## config.mk

```make
export PLATFORM = sky130hd
export DESIGN_NAME = voq_bank
export DESIGN_NICKNAME = d
export VERILOG_FILES = /design/src/rtl/switch_pkg.sv /design/src/rtl/voq_bank_fifo.sv /design/src/rtl/voq_bank.sv
export SDC_FILE = /design/constraint.sdc
export NUM_CORES = 1
export LEC_CHECK = 0
export BUFFER_PORTS_ARGS = -buffer_cell sky130_fd_sc_hd__buf_2
export CAP_MARGIN = 20
export CORE_ASPECT_RATIO = 0.7
export CORE_MARGIN = 2
export CORE_UTILIZATION = 45
export CTS_CLUSTER_SIZE = 10
export DETAILED_ROUTE_END_ITERATION = 16
export GPL_TIMING_DRIVEN = 0
export SLEW_MARGIN = 30
export SYNTH_ARGS = -nofsm -noshare
export SYNTH_HDL_FRONTEND = slang
export SYNTH_SLANG_ARGS = --single-unit
```

## constraint.sdc

```tcl
create_clock -name clk -period 2.5 [get_ports clk]
set_input_delay 0.5 -clock clk [delete_from_list [all_inputs] [get_ports clk]]
set_output_delay 0.5 -clock clk [all_outputs]
set_load 0.02 [all_outputs]
```

## src/rtl/switch_pkg.sv

```systemverilog
// Shared switch-wide constants and types for the 4-port ingress/egress logic.
package switch_pkg;

  localparam int PORT_NUM = 4;
  localparam int DESC_W   = 8;

  typedef logic [1:0] port_idx_t;

endpackage

```

## src/rtl/voq_bank_fifo.sv

```systemverilog
// One virtual output queue: circular buffer with registered count and
// empty/full flags derived from the next-state count.
module voq_fifo
  import switch_pkg::*;
#(
  parameter int DEPTH  = 8,
  parameter int DATA_W = DESC_W,
  localparam int AW    = $clog2(DEPTH),
  localparam int CW    = $clog2(DEPTH) + 1
) (
  input  logic              clk,
  input  logic              reset,
  input  logic              wr_en,
  input  logic [DATA_W-1:0] wr_data,
  input  logic              rd_en,
  output logic [DATA_W-1:0] rd_data,
  output logic [CW-1:0]     count,
  output logic              empty,
  output logic              full
);

  logic [DATA_W-1:0] r_mem [DEPTH];
  logic [AW-1:0]     r_wr_ptr;
  logic [AW-1:0]     r_rd_ptr;
  logic [CW-1:0]     r_count;
  logic              r_empty;
  logic              r_full;

  logic              w_wr_fire;
  logic              w_rd_fire;
  logic [CW-1:0]     w_count_nxt;

  // Strobes are re-qualified locally so the FIFO never overruns or underruns
  // even if a caller forgets to gate them.
  assign w_wr_fire = wr_en && !r_full;
  assign w_rd_fire = rd_en && !r_empty;

  // Occupancy next-state: a simultaneous push and pop leave it unchanged.
  always_comb begin
    w_count_nxt = r_count;
    if (w_wr_fire && !w_rd_fire)
      w_count_nxt = r_count + CW'(1);
    else if (w_rd_fire && !w_wr_fire)
      w_count_nxt = r_count - CW'(1);
  end

  // Storage write; contents are deliberately left unreset.
  always_ff @(posedge clk) begin
    if (!reset && w_wr_fire)
      r_mem[r_wr_ptr] <= wr_data;
  end

  // Pointers, count and flags; pointers wrap naturally since DEPTH is 2^AW.
  always_ff @(posedge clk) begin
    if (reset) begin
      r_wr_ptr <= '0;
      r_rd_ptr <= '0;
      r_count  <= '0;
      r_empty  <= 1'b1;
      r_full   <= 1'b0;
    end else begin
      if (w_wr_fire) r_wr_ptr <= r_wr_ptr + AW'(1);
      if (w_rd_fire) r_rd_ptr <= r_rd_ptr + AW'(1);
      r_count <= w_count_nxt;
      r_empty <= (w_count_nxt == '0);
      r_full  <= (w_count_nxt == CW'(DEPTH));
    end
  end

  assign rd_data = r_mem[r_rd_ptr];
  assign count   = r_count;
  assign empty   = r_empty;
  assign full    = r_full;

endmodule

```

## src/rtl/voq_bank.sv

```systemverilog
// Bank of four VOQs: decodes enqueue destination and dequeue index into
// per-queue strobes, and registers the selected head as the dequeue result.
module voq_bank
  import switch_pkg::*;
#(
  parameter int DEPTH  = 8,
  parameter int DATA_W = DESC_W,
  localparam int CW    = $clog2(DEPTH) + 1
) (
  input  logic                   clk,
  input  logic                   reset,
  input  logic                   enq_valid,
  input  logic [1:0]             enq_dest,
  input  logic [DATA_W-1:0]      enq_data,
  output logic                   enq_ready,
  input  logic                   deq_en,
  input  logic [1:0]             deq_voq,
  output logic                   deq_valid,
  output logic [DATA_W-1:0]      deq_data,
  output logic                   deq_err,
  output logic [PORT_NUM-1:0]    voq_empty,
  output logic [PORT_NUM-1:0]    voq_full,
  output logic [PORT_NUM*CW-1:0] voq_count
);

  logic [DATA_W-1:0]   w_head [PORT_NUM];
  logic [PORT_NUM-1:0] w_wr_en;
  logic [PORT_NUM-1:0] w_rd_en;
  logic                w_enq_fire;
  logic                w_deq_fire;
  logic                w_deq_miss;

  logic                r_vld_p1;
  logic                r_err_p1;
  logic [DATA_W-1:0]   r_data_p1;

  // Ready looks only at registered full and the offered destination.
  assign enq_ready  = !voq_full[enq_dest];
  assign w_enq_fire = enq_valid && enq_ready;
  assign w_deq_fire = deq_en && !voq_empty[deq_voq];
  assign w_deq_miss = deq_en && voq_empty[deq_voq];

  // One-hot strobe decode for the addressed queues.
  always_comb begin
    w_wr_en = '0;
    w_rd_en = '0;
    for (int i = 0; i < PORT_NUM; i++) begin
      w_wr_en[i] = w_enq_fire && (port_idx_t'(enq_dest) == port_idx_t'(i));
      w_rd_en[i] = w_deq_fire && (port_idx_t'(deq_voq) == port_idx_t'(i));
    end
  end

  for (genvar g = 0; g < PORT_NUM; g++) begin : g_voq
    voq_fifo #(
      .DEPTH  (DEPTH),
      .DATA_W (DATA_W)
    ) u_fifo (
      .clk     (clk),
      .reset   (reset),
      .wr_en   (w_wr_en[g]),
      .wr_data (enq_data),
      .rd_en   (w_rd_en[g]),
      .rd_data (w_head[g]),
      .count   (voq_count[g*CW +: CW]),
      .empty   (voq_empty[g]),
      .full    (voq_full[g])
    );
  end

  // p0 -> p1: register selected head; data holds when nothing is dequeued.
  always_ff @(posedge clk) begin
    if (reset) begin
      r_vld_p1  <= 1'b0;
      r_err_p1  <= 1'b0;
      r_data_p1 <= '0;
    end else begin
      r_vld_p1 <= w_deq_fire;
      r_err_p1 <= w_deq_miss;
      if (w_deq_fire)
        r_data_p1 <= w_head[deq_voq];
    end
  end

  assign deq_valid = r_vld_p1;
  assign deq_err   = r_err_p1;
  assign deq_data  = r_data_p1;

endmodule

```

==> metrics.md <==
| Metric | Value |
|---|---|
| Status | finished clean |
| Worst-margin pin slew | 0.944 ns |
| Total grt overflow | 0 |
| Setup WS pre-CTS | -0.266 ns |
| CTS root buffer | clkbuf_16 |
| Pwr dens | 785 nW/um2 |
| Final Cell Area | 15,000 um2 |
| Final Max Tran Viols | 0 |
| First-pass GRT wire length | 44.0 mm |
| Yosys cell types | 58 |
| Final wirelength | 29.1 mm |
| Chip width | around 210 um |
| Gp weighted congestion | 0.776 |
| Die height | 146 um |
| Initial antenna violation count | 1 |
| Number of max-cap violations | 0 |
| GRT Util Overall | 19.6% |
| Share of Yosys cell area claimed by the top area cell type | 59.0% |
| # DRC | 0 |
| Diode count | 0 |
| Port bufs | 47 |
| Share of cells above drive strength 1 | around 22% |
| Leakage power | 0.00492 uW |
| Area contributors post-synth | edfxtp_1 (59%), dfxtp_1 (11%), mux4_2 (10%) |
| Worst Hold Class | primary input to flop |
| Non-Filler Instances | 1,309 |
| Io pins | 51 |
| RSZ-0062 raised after global routing | false |
| Most frequent cells in the layout | edfxtp_1 (256), dfxtp_1 (70), nor2_1 (67) |
| Nets | 936 |
| Worst slew margin | between 30% and 40% |
| # hold bufs at CTS | 0 |
| FMAX | around 420 MHz |
| Fin crit period | 2.38 ns |
| Startpoint Class | flop |
| Number of flops mapped to enable cells by yosys | 256 |
| Final ANT Viol Nets | 0 |
| H-tree levels | 2 |
| DRT Pass-1 Iters | 5 |
| Synth Register Bits | roughly 330 |
| Largest net degree at the start of global routing | 33 |
| CTS tree | yes |
| Die ar. | 30,400 um2 |
| Vias | between 7k and 8k |
| Peak VDD IR | 0.602 mV |
| Worst-path clk slew | roughly 0.06 ns |
| Initial DRC Count | 524 |
| Clock Latency Late Sink | 0.52 ns |
| Post-synthesis cell area | between 10,000 and 15,000 um2 |
| Post-route core utilization | 52.2% |
| Worst Path Required | 2.91 ns |
| Crit-path max FO | 10 |
| Post-synthesis sequential area ratio | between 60% and 70% |
| Worst Path Arrival | between 2 and 3 ns |
| Final clock skew | about 0.013 ns |
| Crit Path Class | flop to flop |
| Cell Rows | 52 |
| Area Growth Syn to Fin | 14.8% |
| Cells after DPL | 1,242 |
| Vias in the first global route | 6,990 |
| Avg Vias per Cell | 5.56 |
| Kind of end point of the critical path | flop |
| Post-CTS setup repair buffer count | 0 |
| Clk sinks | between 300 and 400 |
| Synth Warn # | 0 |
| Fin. Hold Viols | 0 |
| Main synth FF type | edfxtp_1 |
| Starting Density | a little under half |
| Synth Instances | between 800 and 900 |
| Post-synth top area cell | edfxtp_1 |
| Most common cell after layout, fill and taps aside | edfxtp_1 |
| Post-DP Area | 13,900 um2 |
| Syn_area_per_cell | 16.1 um2 |
| WL/cell | 22.3 um |
| CTS buffer count | 38 |
| Ys async rst share | 0% |
| Core Region | between 20,000 and 30,000 um2 |
| Dpl hpwl | slightly below 20 mm |
| Clock Path Buffers | 3 |
| Post-route setup slack | 0.117 ns |
| Period utilization | 95.3% |
| Fillers | 2,346 |
| Endpoints failing setup | 0 |
| Net count after synthesis | 841 |
[path summary, 6_finish.rpt]
path / start / to / slack [ns] / cells past startpoint
setup / recovery: flop / deq_data[3] / 0.12 / 6
hold / removal: deq_en / deq_valid / 0.32 / 2
setup reg to reg: flop / deq_data[3] / 0.12 / 6
hold reg to reg: g_voq[2].u_fifo.r_rd_ptr[1] / g_voq[2].u_fifo.r_rd_ptr[1] / 0.48 / 2
[state kept, by name (all words and copies together), names as in the netlist, named ones only]
name and flops:
deq_data 8, deq_err 1, deq_valid 1, g_voq.u_fifo.count 16, g_voq.u_fifo.empty 4, g_voq.u_fifo.full 4
g_voq.u_fifo.r_mem 256, g_voq.u_fifo.r_rd_ptr 12, g_voq.u_fifo.r_wr_ptr 12
[area by class of cell]
| class | count | area (um2) | share of cell area, % |
|---|---|---|---|
| Buffer | 48 | 241 | 1.61 |
| Clock buffer | 66 | 1090 | 7.26 |
| Inverter | 11 | 41.3 | 0.276 |
| Timing Repair Buffer | 55 | 285 | 1.91 |
| Multi-Input combinational cell | 424 | 3740 | 25.0 |
| Clock inverter | 1 | 8.76 | 0.0585 |
| Tap cell | 378 | 473 | 3.16 |
| Sequential cell | 326 | 9090 | 60.7 |
[synthesized netlist by cell type, types with 4 or more instances]
cell type / instances
inv_1: 11
edfxtp_1: 256
buf_1: 8
dfxtp_1: 70
nand2_1: 58
nand2b_1: 5
buf_4: 8
a22oi_1: 15
nor3_1: 9
nor2_1: 69
a31oi_1: 7
xor2_1: 12
mux2i_1: 16
clkbuf_1: 15
nand3_1: 17
nand4b_1: 4
o22ai_1: 9
mux4_2: 59
a21oi_1: 20
o21ai_0: 15
and2_1: 4
and3_1: 6
nor4_1: 7
and4_1: 7
a211oi_1: 7
nand4bb_1: 4
xnor2_1: 14
buf_2: 16
ha_1: 16
[critical path: stages, from the launching register on]
cell      delay [ns]
dfxtp_1         0.30
buf_1           0.34
clkbuf_1        0.51
mux4_2          0.47
nand2_1         0.14
nand4_1         0.18
o31a_1          0.33
[per-stage QoR]
stage | total power (uW) | setup TNS (ns) | hold WS [ns]
floorplan | 6620 | 0 | 0.462
global route | 12200 | 0 | 0.318
global placement | 6910 | -61.93 | 0.472
detailed placement | 6920 | -17.49 | 0.481
finish | 11800 | 0 | 0.322
CTS | 11900 | 0 | 0.306
[per-layer routing]
metal	global-route usage (%)	wire length, um	vias to the layer above
met3	3.83	1820	34
met2	29.2	13000	193
met5	0	0	-
met1	30.1	13900	3704
li1	-	-	3344
met4	4.21	378	0
[cell families (layout without fill, tap and decap cells)]
family	after synthesis	in the layout	share of synthesized area, %
muxes	75	75	11.4
buffers and inverters	59	181	2.14
and+or+nand+nor	215	215	8.70
DFF	326	326	69.7
adders and majority gates	16	16	1.54
AOI/OAI and AO/OA	92	92	4.74
xor gates and xnor gates	26	26	1.75
[report_power, final]
part | total (uW) | internal, uW | switching, uW
registers | 6030 | 5930 | 103
clock network | 4940 | 2930 | 2010
logic | 774 | 293 | 480
total | 11800 | 9160 | 2590
[what timing repair did]
action                     4_1_cts  5_1_grt
gates resized for setup          0        5
hold endpoints to repair         0        0
setup endpoints to repair        0       10
Note: power is estimated with default switching activity, not from simulation.
